`src/rtl/aha_sram_arb_pkg.sv`:
```
// Shared types and constants for the two-port SRAM arbiter.
//   NUM_PORTS          : number of requesters sharing the SRAM port
//   ADDR_W_DEF         : default word-address width (4096 words)
//   DATA_W_DEF         : default data width (must be a multiple of 8)
//   port_state_e       : per-requester sequencing state
//   sram_req_t         : one request {write, addr, wdata, strb} at default widths
package aha_sram_arb_pkg;

  localparam int unsigned NUM_PORTS  = 2;
  localparam int unsigned ADDR_W_DEF = 12;
  localparam int unsigned DATA_W_DEF = 64;
  localparam int unsigned STRB_W_DEF = DATA_W_DEF / 8;

  typedef enum logic [1:0] {
    StIdle,
    StInflight,
    StResp
  } port_state_e;

  typedef struct packed {
    logic                  write;
    logic [ADDR_W_DEF-1:0] addr;
    logic [DATA_W_DEF-1:0] wdata;
    logic [STRB_W_DEF-1:0] strb;
  } sram_req_t;

endpackage

```
`src/rtl/aha_sram32k_arbiter_if.sv`:
```
// Request/response channel of one SRAM requester.
//   REQ_VALID/REQ_READY : request handshake (fires on VALID & READY)
//   REQ_WRITE           : 1 = write, 0 = read
//   REQ_ADDR/WDATA/STRB : word address, write data, active-high byte strobes
//   RSP_VALID/RSP_READY : response handshake (fires on VALID & READY)
//   RSP_RDATA           : read data, 0 for write responses
// Modports: master = requester side, slave = arbiter side.
interface aha_sram32k_arbiter_if import aha_sram_arb_pkg::*; #(
  parameter int unsigned ADDR_W = ADDR_W_DEF,
  parameter int unsigned DATA_W = DATA_W_DEF
);
  localparam int unsigned STRB_W = DATA_W / 8;

  logic              REQ_VALID;
  logic              REQ_READY;
  logic              REQ_WRITE;
  logic [ADDR_W-1:0] REQ_ADDR;
  logic [DATA_W-1:0] REQ_WDATA;
  logic [STRB_W-1:0] REQ_STRB;
  logic              RSP_VALID;
  logic              RSP_READY;
  logic [DATA_W-1:0] RSP_RDATA;

  modport master (
    output REQ_VALID, REQ_WRITE, REQ_ADDR, REQ_WDATA, REQ_STRB, RSP_READY,
    input  REQ_READY, RSP_VALID, RSP_RDATA
  );

  modport slave (
    input  REQ_VALID, REQ_WRITE, REQ_ADDR, REQ_WDATA, REQ_STRB, RSP_READY,
    output REQ_READY, RSP_VALID, RSP_RDATA
  );

endinterface

```
`src/rtl/aha_sram_arb_port.sv`:
```
// Per-requester sequencer: IDLE -> INFLIGHT (SRAM access) -> RESP (hold response).
//   i_clk, i_rst    : clock, synchronous active-high reset
//   i_accept        : request granted and accepted this cycle
//   i_write         : accepted request is a write
//   i_rsp_ready     : requester consumes the response
//   i_sram_q        : SRAM read data, valid during the INFLIGHT cycle
//   o_eligible      : port may accept a new request this cycle
//   o_rsp_valid     : response valid
//   o_rsp_rdata     : captured read data (0 for writes), held until consumed
module aha_sram_arb_port import aha_sram_arb_pkg::*; #(
  parameter int unsigned DATA_W = DATA_W_DEF
) (
  input  logic              i_clk,
  input  logic              i_rst,
  input  logic              i_accept,
  input  logic              i_write,
  input  logic              i_rsp_ready,
  input  logic [DATA_W-1:0] i_sram_q,
  output logic              o_eligible,
  output logic              o_rsp_valid,
  output logic [DATA_W-1:0] o_rsp_rdata
);

  port_state_e       r_state, w_state_next;
  logic              r_write, w_write_next;
  logic [DATA_W-1:0] r_rdata, w_rdata_next;

  always_ff @(posedge i_clk) begin
    if (i_rst) begin
      r_state <= StIdle;
      r_write <= 1'b0;
      r_rdata <= '0;
    end else begin
      r_state <= w_state_next;
      r_write <= w_write_next;
      r_rdata <= w_rdata_next;
    end
  end

  always_comb begin
    w_state_next = r_state;
    w_write_next = r_write;
    w_rdata_next = r_rdata;
    unique case (r_state)
      StIdle: begin
        if (i_accept) begin
          w_state_next = StInflight;
          w_write_next = i_write;
        end
      end
      StInflight: begin
        w_state_next = StResp;
        w_rdata_next = r_write ? '0 : i_sram_q;
      end
      StResp: begin
        // A same-cycle accept overlaps response fire with the next access.
        if (i_rsp_ready) begin
          if (i_accept) begin
            w_state_next = StInflight;
            w_write_next = i_write;
          end else begin
            w_state_next = StIdle;
          end
        end
      end
      default: w_state_next = StIdle;
    endcase
  end

  assign o_eligible  = (r_state == StIdle) || ((r_state == StResp) && i_rsp_ready);
  assign o_rsp_valid = (r_state == StResp);
  assign o_rsp_rdata = r_rdata;

endmodule

```
`src/rtl/aha_sram32k_arbiter.sv`:
```
// Two-requester arbiter/sequencer for the 4K x 64 SRAM wrapper.
//   CLK, RESET      : clock, synchronous active-high reset
//   M0, M1          : requester channels (slave modport)
//   SRAM_CEn        : active-low chip enable
//   SRAM_WEn        : active-low byte write enables
//   SRAM_A, SRAM_D  : address and write data, driven in the accept cycle
//   SRAM_Q          : read data, valid the cycle after an enabled read
// Build option: define AHA_SRAM_ARB_FIXED_PRIO_EN for strict M0 priority;
// default is round-robin.
module aha_sram32k_arbiter import aha_sram_arb_pkg::*; #(
  parameter int unsigned ADDR_W = ADDR_W_DEF,
  parameter int unsigned DATA_W = DATA_W_DEF
) (
  input  logic                CLK,
  input  logic                RESET,
  aha_sram32k_arbiter_if.slave M0,
  aha_sram32k_arbiter_if.slave M1,
  output logic                SRAM_CEn,
  output logic [DATA_W/8-1:0] SRAM_WEn,
  output logic [ADDR_W-1:0]   SRAM_A,
  output logic [DATA_W-1:0]   SRAM_D,
  input  logic [DATA_W-1:0]   SRAM_Q
);

  logic [NUM_PORTS-1:0] w_valid;
  logic [NUM_PORTS-1:0] w_elig;
  logic [NUM_PORTS-1:0] w_cand;
  logic [NUM_PORTS-1:0] w_grant;

  assign w_valid = {M1.REQ_VALID, M0.REQ_VALID};
  assign w_cand  = w_valid & w_elig;

`ifdef AHA_SRAM_ARB_FIXED_PRIO_EN
  always_comb begin
    w_grant = '0;
    if (!RESET) begin
      if (w_cand[0])      w_grant = 2'b01;
      else if (w_cand[1]) w_grant = 2'b10;
    end
  end
`else
  // r_ptr names the port that wins a tie: 0 = M0, 1 = M1.
  logic r_ptr;

  always_ff @(posedge CLK) begin
    if (RESET) begin
      r_ptr <= 1'b0;
    end else if (|w_grant) begin
      r_ptr <= w_grant[0];
    end
  end

  always_comb begin
    w_grant = '0;
    if (!RESET) begin
      unique case (w_cand)
        2'b01:   w_grant = 2'b01;
        2'b10:   w_grant = 2'b10;
        2'b11:   w_grant = r_ptr ? 2'b10 : 2'b01;
        default: w_grant = '0;
      endcase
    end
  end
`endif

  assign M0.REQ_READY = w_grant[0];
  assign M1.REQ_READY = w_grant[1];

  // Grants are suppressed in reset, so the idle drive below also covers reset.
  always_comb begin
    SRAM_CEn = 1'b1;
    SRAM_WEn = '1;
    SRAM_A   = '0;
    SRAM_D   = '0;
    if (w_grant[0]) begin
      SRAM_CEn = 1'b0;
      SRAM_WEn = M0.REQ_WRITE ? ~M0.REQ_STRB : '1;
      SRAM_A   = M0.REQ_ADDR;
      SRAM_D   = M0.REQ_WDATA;
    end else if (w_grant[1]) begin
      SRAM_CEn = 1'b0;
      SRAM_WEn = M1.REQ_WRITE ? ~M1.REQ_STRB : '1;
      SRAM_A   = M1.REQ_ADDR;
      SRAM_D   = M1.REQ_WDATA;
    end
  end

  aha_sram_arb_port #(.DATA_W(DATA_W)) u_port0 (
    .i_clk       (CLK),
    .i_rst       (RESET),
    .i_accept    (w_grant[0]),
    .i_write     (M0.REQ_WRITE),
    .i_rsp_ready (M0.RSP_READY),
    .i_sram_q    (SRAM_Q),
    .o_eligible  (w_elig[0]),
    .o_rsp_valid (M0.RSP_VALID),
    .o_rsp_rdata (M0.RSP_RDATA)
  );

  aha_sram_arb_port #(.DATA_W(DATA_W)) u_port1 (
    .i_clk       (CLK),
    .i_rst       (RESET),
    .i_accept    (w_grant[1]),
    .i_write     (M1.REQ_WRITE),
    .i_rsp_ready (M1.RSP_READY),
    .i_sram_q    (SRAM_Q),
    .o_eligible  (w_elig[1]),
    .o_rsp_valid (M1.RSP_VALID),
    .o_rsp_rdata (M1.RSP_RDATA)
  );

endmodule

```
`src/flat_wrapper.sv`:
```
// flat-port wrapper written by rule: the top's interface ports become plain ports
module aha_sram32k_arbiter_flat import aha_sram_arb_pkg::*;
#(
  parameter int unsigned ADDR_W = ADDR_W_DEF,
  parameter int unsigned DATA_W = DATA_W_DEF
)
  (CLK, RESET, SRAM_CEn, SRAM_WEn, SRAM_A, SRAM_D, SRAM_Q, M0_REQ_VALID, M0_REQ_WRITE, M0_REQ_ADDR, M0_REQ_WDATA, M0_REQ_STRB, M0_RSP_READY, M0_REQ_READY, M0_RSP_VALID, M0_RSP_RDATA, M1_REQ_VALID, M1_REQ_WRITE, M1_REQ_ADDR, M1_REQ_WDATA, M1_REQ_STRB, M1_RSP_READY, M1_REQ_READY, M1_RSP_VALID, M1_RSP_RDATA);
  aha_sram32k_arbiter_if #(.ADDR_W(ADDR_W), .DATA_W(DATA_W)) M0_i ();
  aha_sram32k_arbiter_if #(.ADDR_W(ADDR_W), .DATA_W(DATA_W)) M1_i ();
  input  logic CLK;
  input  logic RESET;
  output logic SRAM_CEn;
  output logic [DATA_W/8-1:0] SRAM_WEn;
  output logic [ADDR_W-1:0] SRAM_A;
  output logic [DATA_W-1:0] SRAM_D;
  input  logic [DATA_W-1:0] SRAM_Q;
  input wire logic [$bits(M0_i.REQ_VALID)-1:0] M0_REQ_VALID;
  input wire logic [$bits(M0_i.REQ_WRITE)-1:0] M0_REQ_WRITE;
  input wire logic [$bits(M0_i.REQ_ADDR)-1:0] M0_REQ_ADDR;
  input wire logic [$bits(M0_i.REQ_WDATA)-1:0] M0_REQ_WDATA;
  input wire logic [$bits(M0_i.REQ_STRB)-1:0] M0_REQ_STRB;
  input wire logic [$bits(M0_i.RSP_READY)-1:0] M0_RSP_READY;
  output wire logic [$bits(M0_i.REQ_READY)-1:0] M0_REQ_READY;
  output wire logic [$bits(M0_i.RSP_VALID)-1:0] M0_RSP_VALID;
  output wire logic [$bits(M0_i.RSP_RDATA)-1:0] M0_RSP_RDATA;
  input wire logic [$bits(M1_i.REQ_VALID)-1:0] M1_REQ_VALID;
  input wire logic [$bits(M1_i.REQ_WRITE)-1:0] M1_REQ_WRITE;
  input wire logic [$bits(M1_i.REQ_ADDR)-1:0] M1_REQ_ADDR;
  input wire logic [$bits(M1_i.REQ_WDATA)-1:0] M1_REQ_WDATA;
  input wire logic [$bits(M1_i.REQ_STRB)-1:0] M1_REQ_STRB;
  input wire logic [$bits(M1_i.RSP_READY)-1:0] M1_RSP_READY;
  output wire logic [$bits(M1_i.REQ_READY)-1:0] M1_REQ_READY;
  output wire logic [$bits(M1_i.RSP_VALID)-1:0] M1_RSP_VALID;
  output wire logic [$bits(M1_i.RSP_RDATA)-1:0] M1_RSP_RDATA;
  assign M0_i.REQ_VALID = M0_REQ_VALID;
  assign M0_i.REQ_WRITE = M0_REQ_WRITE;
  assign M0_i.REQ_ADDR = M0_REQ_ADDR;
  assign M0_i.REQ_WDATA = M0_REQ_WDATA;
  assign M0_i.REQ_STRB = M0_REQ_STRB;
  assign M0_i.RSP_READY = M0_RSP_READY;
  assign M0_REQ_READY = M0_i.REQ_READY;
  assign M0_RSP_VALID = M0_i.RSP_VALID;
  assign M0_RSP_RDATA = M0_i.RSP_RDATA;
  assign M1_i.REQ_VALID = M1_REQ_VALID;
  assign M1_i.REQ_WRITE = M1_REQ_WRITE;
  assign M1_i.REQ_ADDR = M1_REQ_ADDR;
  assign M1_i.REQ_WDATA = M1_REQ_WDATA;
  assign M1_i.REQ_STRB = M1_REQ_STRB;
  assign M1_i.RSP_READY = M1_RSP_READY;
  assign M1_REQ_READY = M1_i.REQ_READY;
  assign M1_RSP_VALID = M1_i.RSP_VALID;
  assign M1_RSP_RDATA = M1_i.RSP_RDATA;
  aha_sram32k_arbiter #(.ADDR_W(ADDR_W), .DATA_W(DATA_W)) u_core (.CLK(CLK), .RESET(RESET), .M0(M0_i), .M1(M1_i), .SRAM_CEn(SRAM_CEn), .SRAM_WEn(SRAM_WEn), .SRAM_A(SRAM_A), .SRAM_D(SRAM_D), .SRAM_Q(SRAM_Q));
endmodule
```
`config.mk`:
```
export PLATFORM = sky130hd
export DESIGN_NAME = aha_sram32k_arbiter_flat
export DESIGN_NICKNAME = d
export VERILOG_FILES = /design/src/rtl/aha_sram_arb_pkg.sv /design/src/rtl/aha_sram32k_arbiter_if.sv /design/src/rtl/aha_sram_arb_port.sv /design/src/rtl/aha_sram32k_arbiter.sv /design/src/flat_wrapper.sv
export SDC_FILE = /design/constraint.sdc
export NUM_CORES = 1
export LEC_CHECK = 0
export CORE_AREA = 4 4 175 177
export DETAILED_ROUTE_END_ITERATION = 16
export DIE_AREA = 0 0 179 181
export PLACE_DENSITY_LB_ADDON = 0.25
export SLEW_MARGIN = 20
export SYNTH_ARGS = -nofsm -noshare
export SYNTH_HDL_FRONTEND = slang
export SYNTH_SLANG_ARGS = --single-unit
```
`constraint.sdc`:
```
create_clock -name CLK -period 4.42 [get_ports CLK]
set_clock_uncertainty 0.15 [all_clocks]
set_input_delay 1.326 -clock CLK [delete_from_list [all_inputs] [get_ports CLK]]
set_output_delay 1.326 -clock CLK [all_outputs]
set_load 0.02 [all_outputs]
```
==> results.md <==
- The flow ran to the end, and the final reports show no timing, DRC or antenna violations.
- The number of buffers inserted by hold repair at cts is 0.
- The combinational family with the most area after synthesis is simple AND/OR/NAND/NOR gates.
- The initial antenna violation count is 9.
- The startpoint kind of the worst setup timing path is a primary input.
- Setup violations remaining at the end of the flow were counted as 0.
- Hold is met by 0.336 ns.
- The depth of the worst hold-timing path is 2.
- STA classifies the critical path endpoint as an output port.
- In the synthesized netlist, the number of instances is 704.
- The floorplan core area is 29200 µm².
- The height of the chip is 181 µm.
- Of all nets on the critical path, the largest fanout is 6.
- Across all setup checks in the final design, the least slack found is 0.0346 ns.
- The post-synthesis compound-gate area fraction is 0.237.
- The sequential element share of the synthesized area is 0.448.
- Using the TritonRoute via totals, the vias-per-cell ratio works out to 4.61.
- The terminus of the critical flop-to-flop path is u_core.u_port1.o_rsp_rdata[13]$_SDFFE_PP0N_.
- Counting along the longest clock path gives a buffer depth of 2.
- Counting every net in the synthesized netlist gives 944.
- The leakage component of the power is 4.55 nW.
- The die width is 179 µm.
- The number of different library cells in the post-synthesis netlist is 23.
- The final instance count without filler cells is 1551.
- Leaving out fill and tap cells, the most frequent cell in the layout is sky130_fd_sc_hd__clkdlybuf4s50_1.
- The first global-routing pass estimated 50300 µm of wire.
- At the pin with the least slew margin, the transition time is 1.08 ns.
- During I/O placement, the number of pins put on the boundary was 457.
- The via count is 7146.
- The final routed wire length divided by cell count is 23.6 µm.
- Synthesis inferred 135 register bits.
- The area after detailed placement is 11100 µm².
- The number of max-capacitance violations reported is 0.
- The count of buffers added on input and output ports is 456.
- In the final timing run, aggregate negative setup slack is 0 ns.
- The detail route stage leaves a number of antenna-violating nets equal to 0.
- The maximum clock rate is 0.228 GHz.
- The via count of the first global-routing pass is 7056.
- The power per standard cell area is 326 nW/µm².
- For hold timing, the worst endpoint is u_core.u_port0.o_rsp_rdata[28]$_SDFFE_PP0N_.
- After detailed routing, the number of remaining DRC violations is 0.
- The sum of routed wire length over all layers is 36600 µm.
- The setup slack after placement is -0.827 ns.
- Setup slack on the worst reg-to-reg path comes out at 2.04 ns.
- The path type of the worst min-delay path is flip-flop to flip-flop.
- The critical setup path kind is primary input to output port.
- Measured in cells, the most critical reg-to-reg path has a length of 5.
- The number of clock buffers added by TritonCTS is 17.
- Of the available clock period, the critical path in the final layout requires 0.992.
- The congestion estimate from routability-driven global placement came to 0.815.
- The placement row count is 63.
- The final count of hold timing violations is 0.
- The later-pin clock latency in the skew report is 0.41 ns.
- After layout, the design draws a total of 3.93 mW.
- Summed over all layers, the global routing overflow is 0.
- At the worst endpoint, the required time is 2.94 ns.
- The post-synthesis mux area share is 0.00186.
- After routing the design area is 12000 µm².
- In the final layout, the share of cells above drive strength 1 is 0.156.
- The headroom to the max-slew limit is 0.283.
- The number of placed instances, taps included, is 1503.
- The number of warnings reported in the yosys synthesis log is 0.
- After the last flow step, the layout net total stands at 1384.
- The largest net degree at the start of global routing is 102.
- The sink count of the clock tree is 135.
- The detailed router finished its first iteration with 286 violations.
- The pre-antenna-repair detailed-routing pass consisted of 4 iterations.
- Leaving out fill and tap cells, the most frequent cells in the layout are 364 x sky130_fd_sc_hd__clkdlybuf4s50_1, 133 x sky130_fd_sc_hd__dfxtp_1, 131 x sky130_fd_sc_hd__a21oi_1.
- Of the total synthesized cell area, the portion taken by AND, OR, NAND and NOR gates is 0.260.
- The startpoint identified for the worst hold timing path is u_core.u_port0.o_rsp_rdata[28]$_SDFFE_PP0N_.
- The area of the die is 32400 µm².
- Of the total synthesized cell area, the portion taken by full adders, half adders and majority gates is 0.
- The worst-case IR drop observed on VDD is 0.000205 V.
- The area overhead of the layout relative to synthesis is 99.3%.
- The worst register-to-register path begins at u_core.u_port1.r_state[1]$_SDFFE_PP0P_.
- The count of final max-slew check failures came to 0.
- The overall fraction of global-route tracks in use is 0.213.
- The post-synthesis cell area is 6040 µm².
- The core occupancy in the finished layout is 0.411.
- The placed wire-length estimate after detailed placement is 27500 µm.
- Of the total synthesized cell area, the portion taken by XOR and XNOR cells is 0.
- CTS built an H-tree with a depth of 4.
- Each instance of the synthesized netlist takes up on average 8.58 µm².
- The master cell of the clock root buffer is sky130_fd_sc_hd__clkbuf_16.
- The initial utilization of the core area, before any placement, comes to 0.206.
- Data on the critical path arrives at its endpoint at 2.91 ns.
- TritonCTS built the clock tree.
- The time the worst path needs with I/O delays and setup is 4.39 ns.
- After clock tree synthesis, the clock-pin slew on the worst setup and hold paths is 0.07 ns.
report_power, final:
part / internal [mW] / total [mW] / switching [mW]
Combinational: 0.543 / 1.05 / 0.505
Clock: 0.917 / 1.55 / 0.632
Sequential: 1.28 / 1.33 / 0.0538
Total: 2.74 / 3.93 / 1.19
worst max-delay path by stage:
| stage | startpoint | to | slack [ns] | cells after the start |
|---|---|---|---|---|
| detailed placement | M0_RSP_READY | SRAM_A[10] | -0.83 | 7 |
| finish | M0_RSP_READY | SRAM_D[41] | 0.03 | 9 |
| floorplan | M1_REQ_VALID | SRAM_D[35] | 0.20 | 6 |
| CTS | M0_RSP_READY | SRAM_D[14] | 0.002 | 10 |
| global placement | M0_RSP_READY | SRAM_A[10] | -0.80 | 7 |
| global route | M0_RSP_READY | SRAM_D[27] | -0.0004 | 9 |
cells by family after synthesis:
logic type | after synthesis
AND/OR/NAND/NOR | 274
flip-flops | 135
buffers and inverters | 75
multiplexers | 1
AO/OA/AOI/OAI | 219
routing by layer:
| layer | track usage | part of all wire | vias up |
|---|---|---|---|
| li1 | - | - | 3418 |
| met1 | 0.242 | 0.38 | 3376 |
| met2 | 0.367 | 0.49 | 287 |
| met3 | 0.0760 | 0.094 | 55 |
| met4 | 0.0743 | 0.030 | 10 |
| met5 | 0 | 0.0016 | - |
state kept, by name, indices dropped and copies added (netlist names):
| name | flops |
|---|---|
| u_core.u_port1.o_rsp_rdata | 64 |
| u_core.u_port0.r_write | 1 |
| u_core.u_port1.r_state | 2 |
| u_core.u_port1.r_write | 1 |
| u_core.r_ptr | 1 |
| u_core.u_port0.o_rsp_rdata | 64 |
| u_core.u_port0.r_state | 2 |
area by class of cell:
class	instances	area [µm²]
Clock buffer	17	425
Timing Repair Buffer	496	4980
Tap cell	390	488
Antenna cell	4	10.0
Fill cell	2965	17200
Clock inverter	15	208
Sequential cell	135	2710
Multi-Input combinational cell	494	3220
timing repair:
item                                    4_1_cts  5_1_grt
setup buffers                                 7        0
endpoints found under the setup margin       86       30
gates cloned                                  5        2
pin swaps                                     8        1
resized for setup                           257        7
critical path, cell delays in order:
cell	delay [ns]
sky130_fd_sc_hd__buf_8	0.08
sky130_fd_sc_hd__nor2b_4	0.03
sky130_fd_sc_hd__or3b_4	0.41
sky130_fd_sc_hd__a311oi_4	0.29
sky130_fd_sc_hd__buf_4	0.18
sky130_fd_sc_hd__buf_6	0.12
sky130_fd_sc_hd__clkbuf_16	0.15
sky130_fd_sc_hd__a22o_1	0.15
sky130_fd_sc_hd__buf_2	0.17
cells in the mapped netlist, drive strengths merged:
library cell	count	area (µm²)
a32oi	8	70.1
a21oi	131	656
a22o	76	666
nor2b	5	31.3
nor3	2	15.0
nand2	1	3.75
nor4b	2	30.0
clkbuf	53	199
o21bai	1	7.51
nor2	129	484
mux2	1	11.3
a21o	1	7.51
nor3b	128	961
a311oi	2	23.8
or3b	1	8.76
dfxtp	135	2700
buf	22	124
nand2b	6	37.5
No activity file was read; power rests on OpenSTA's default activity.
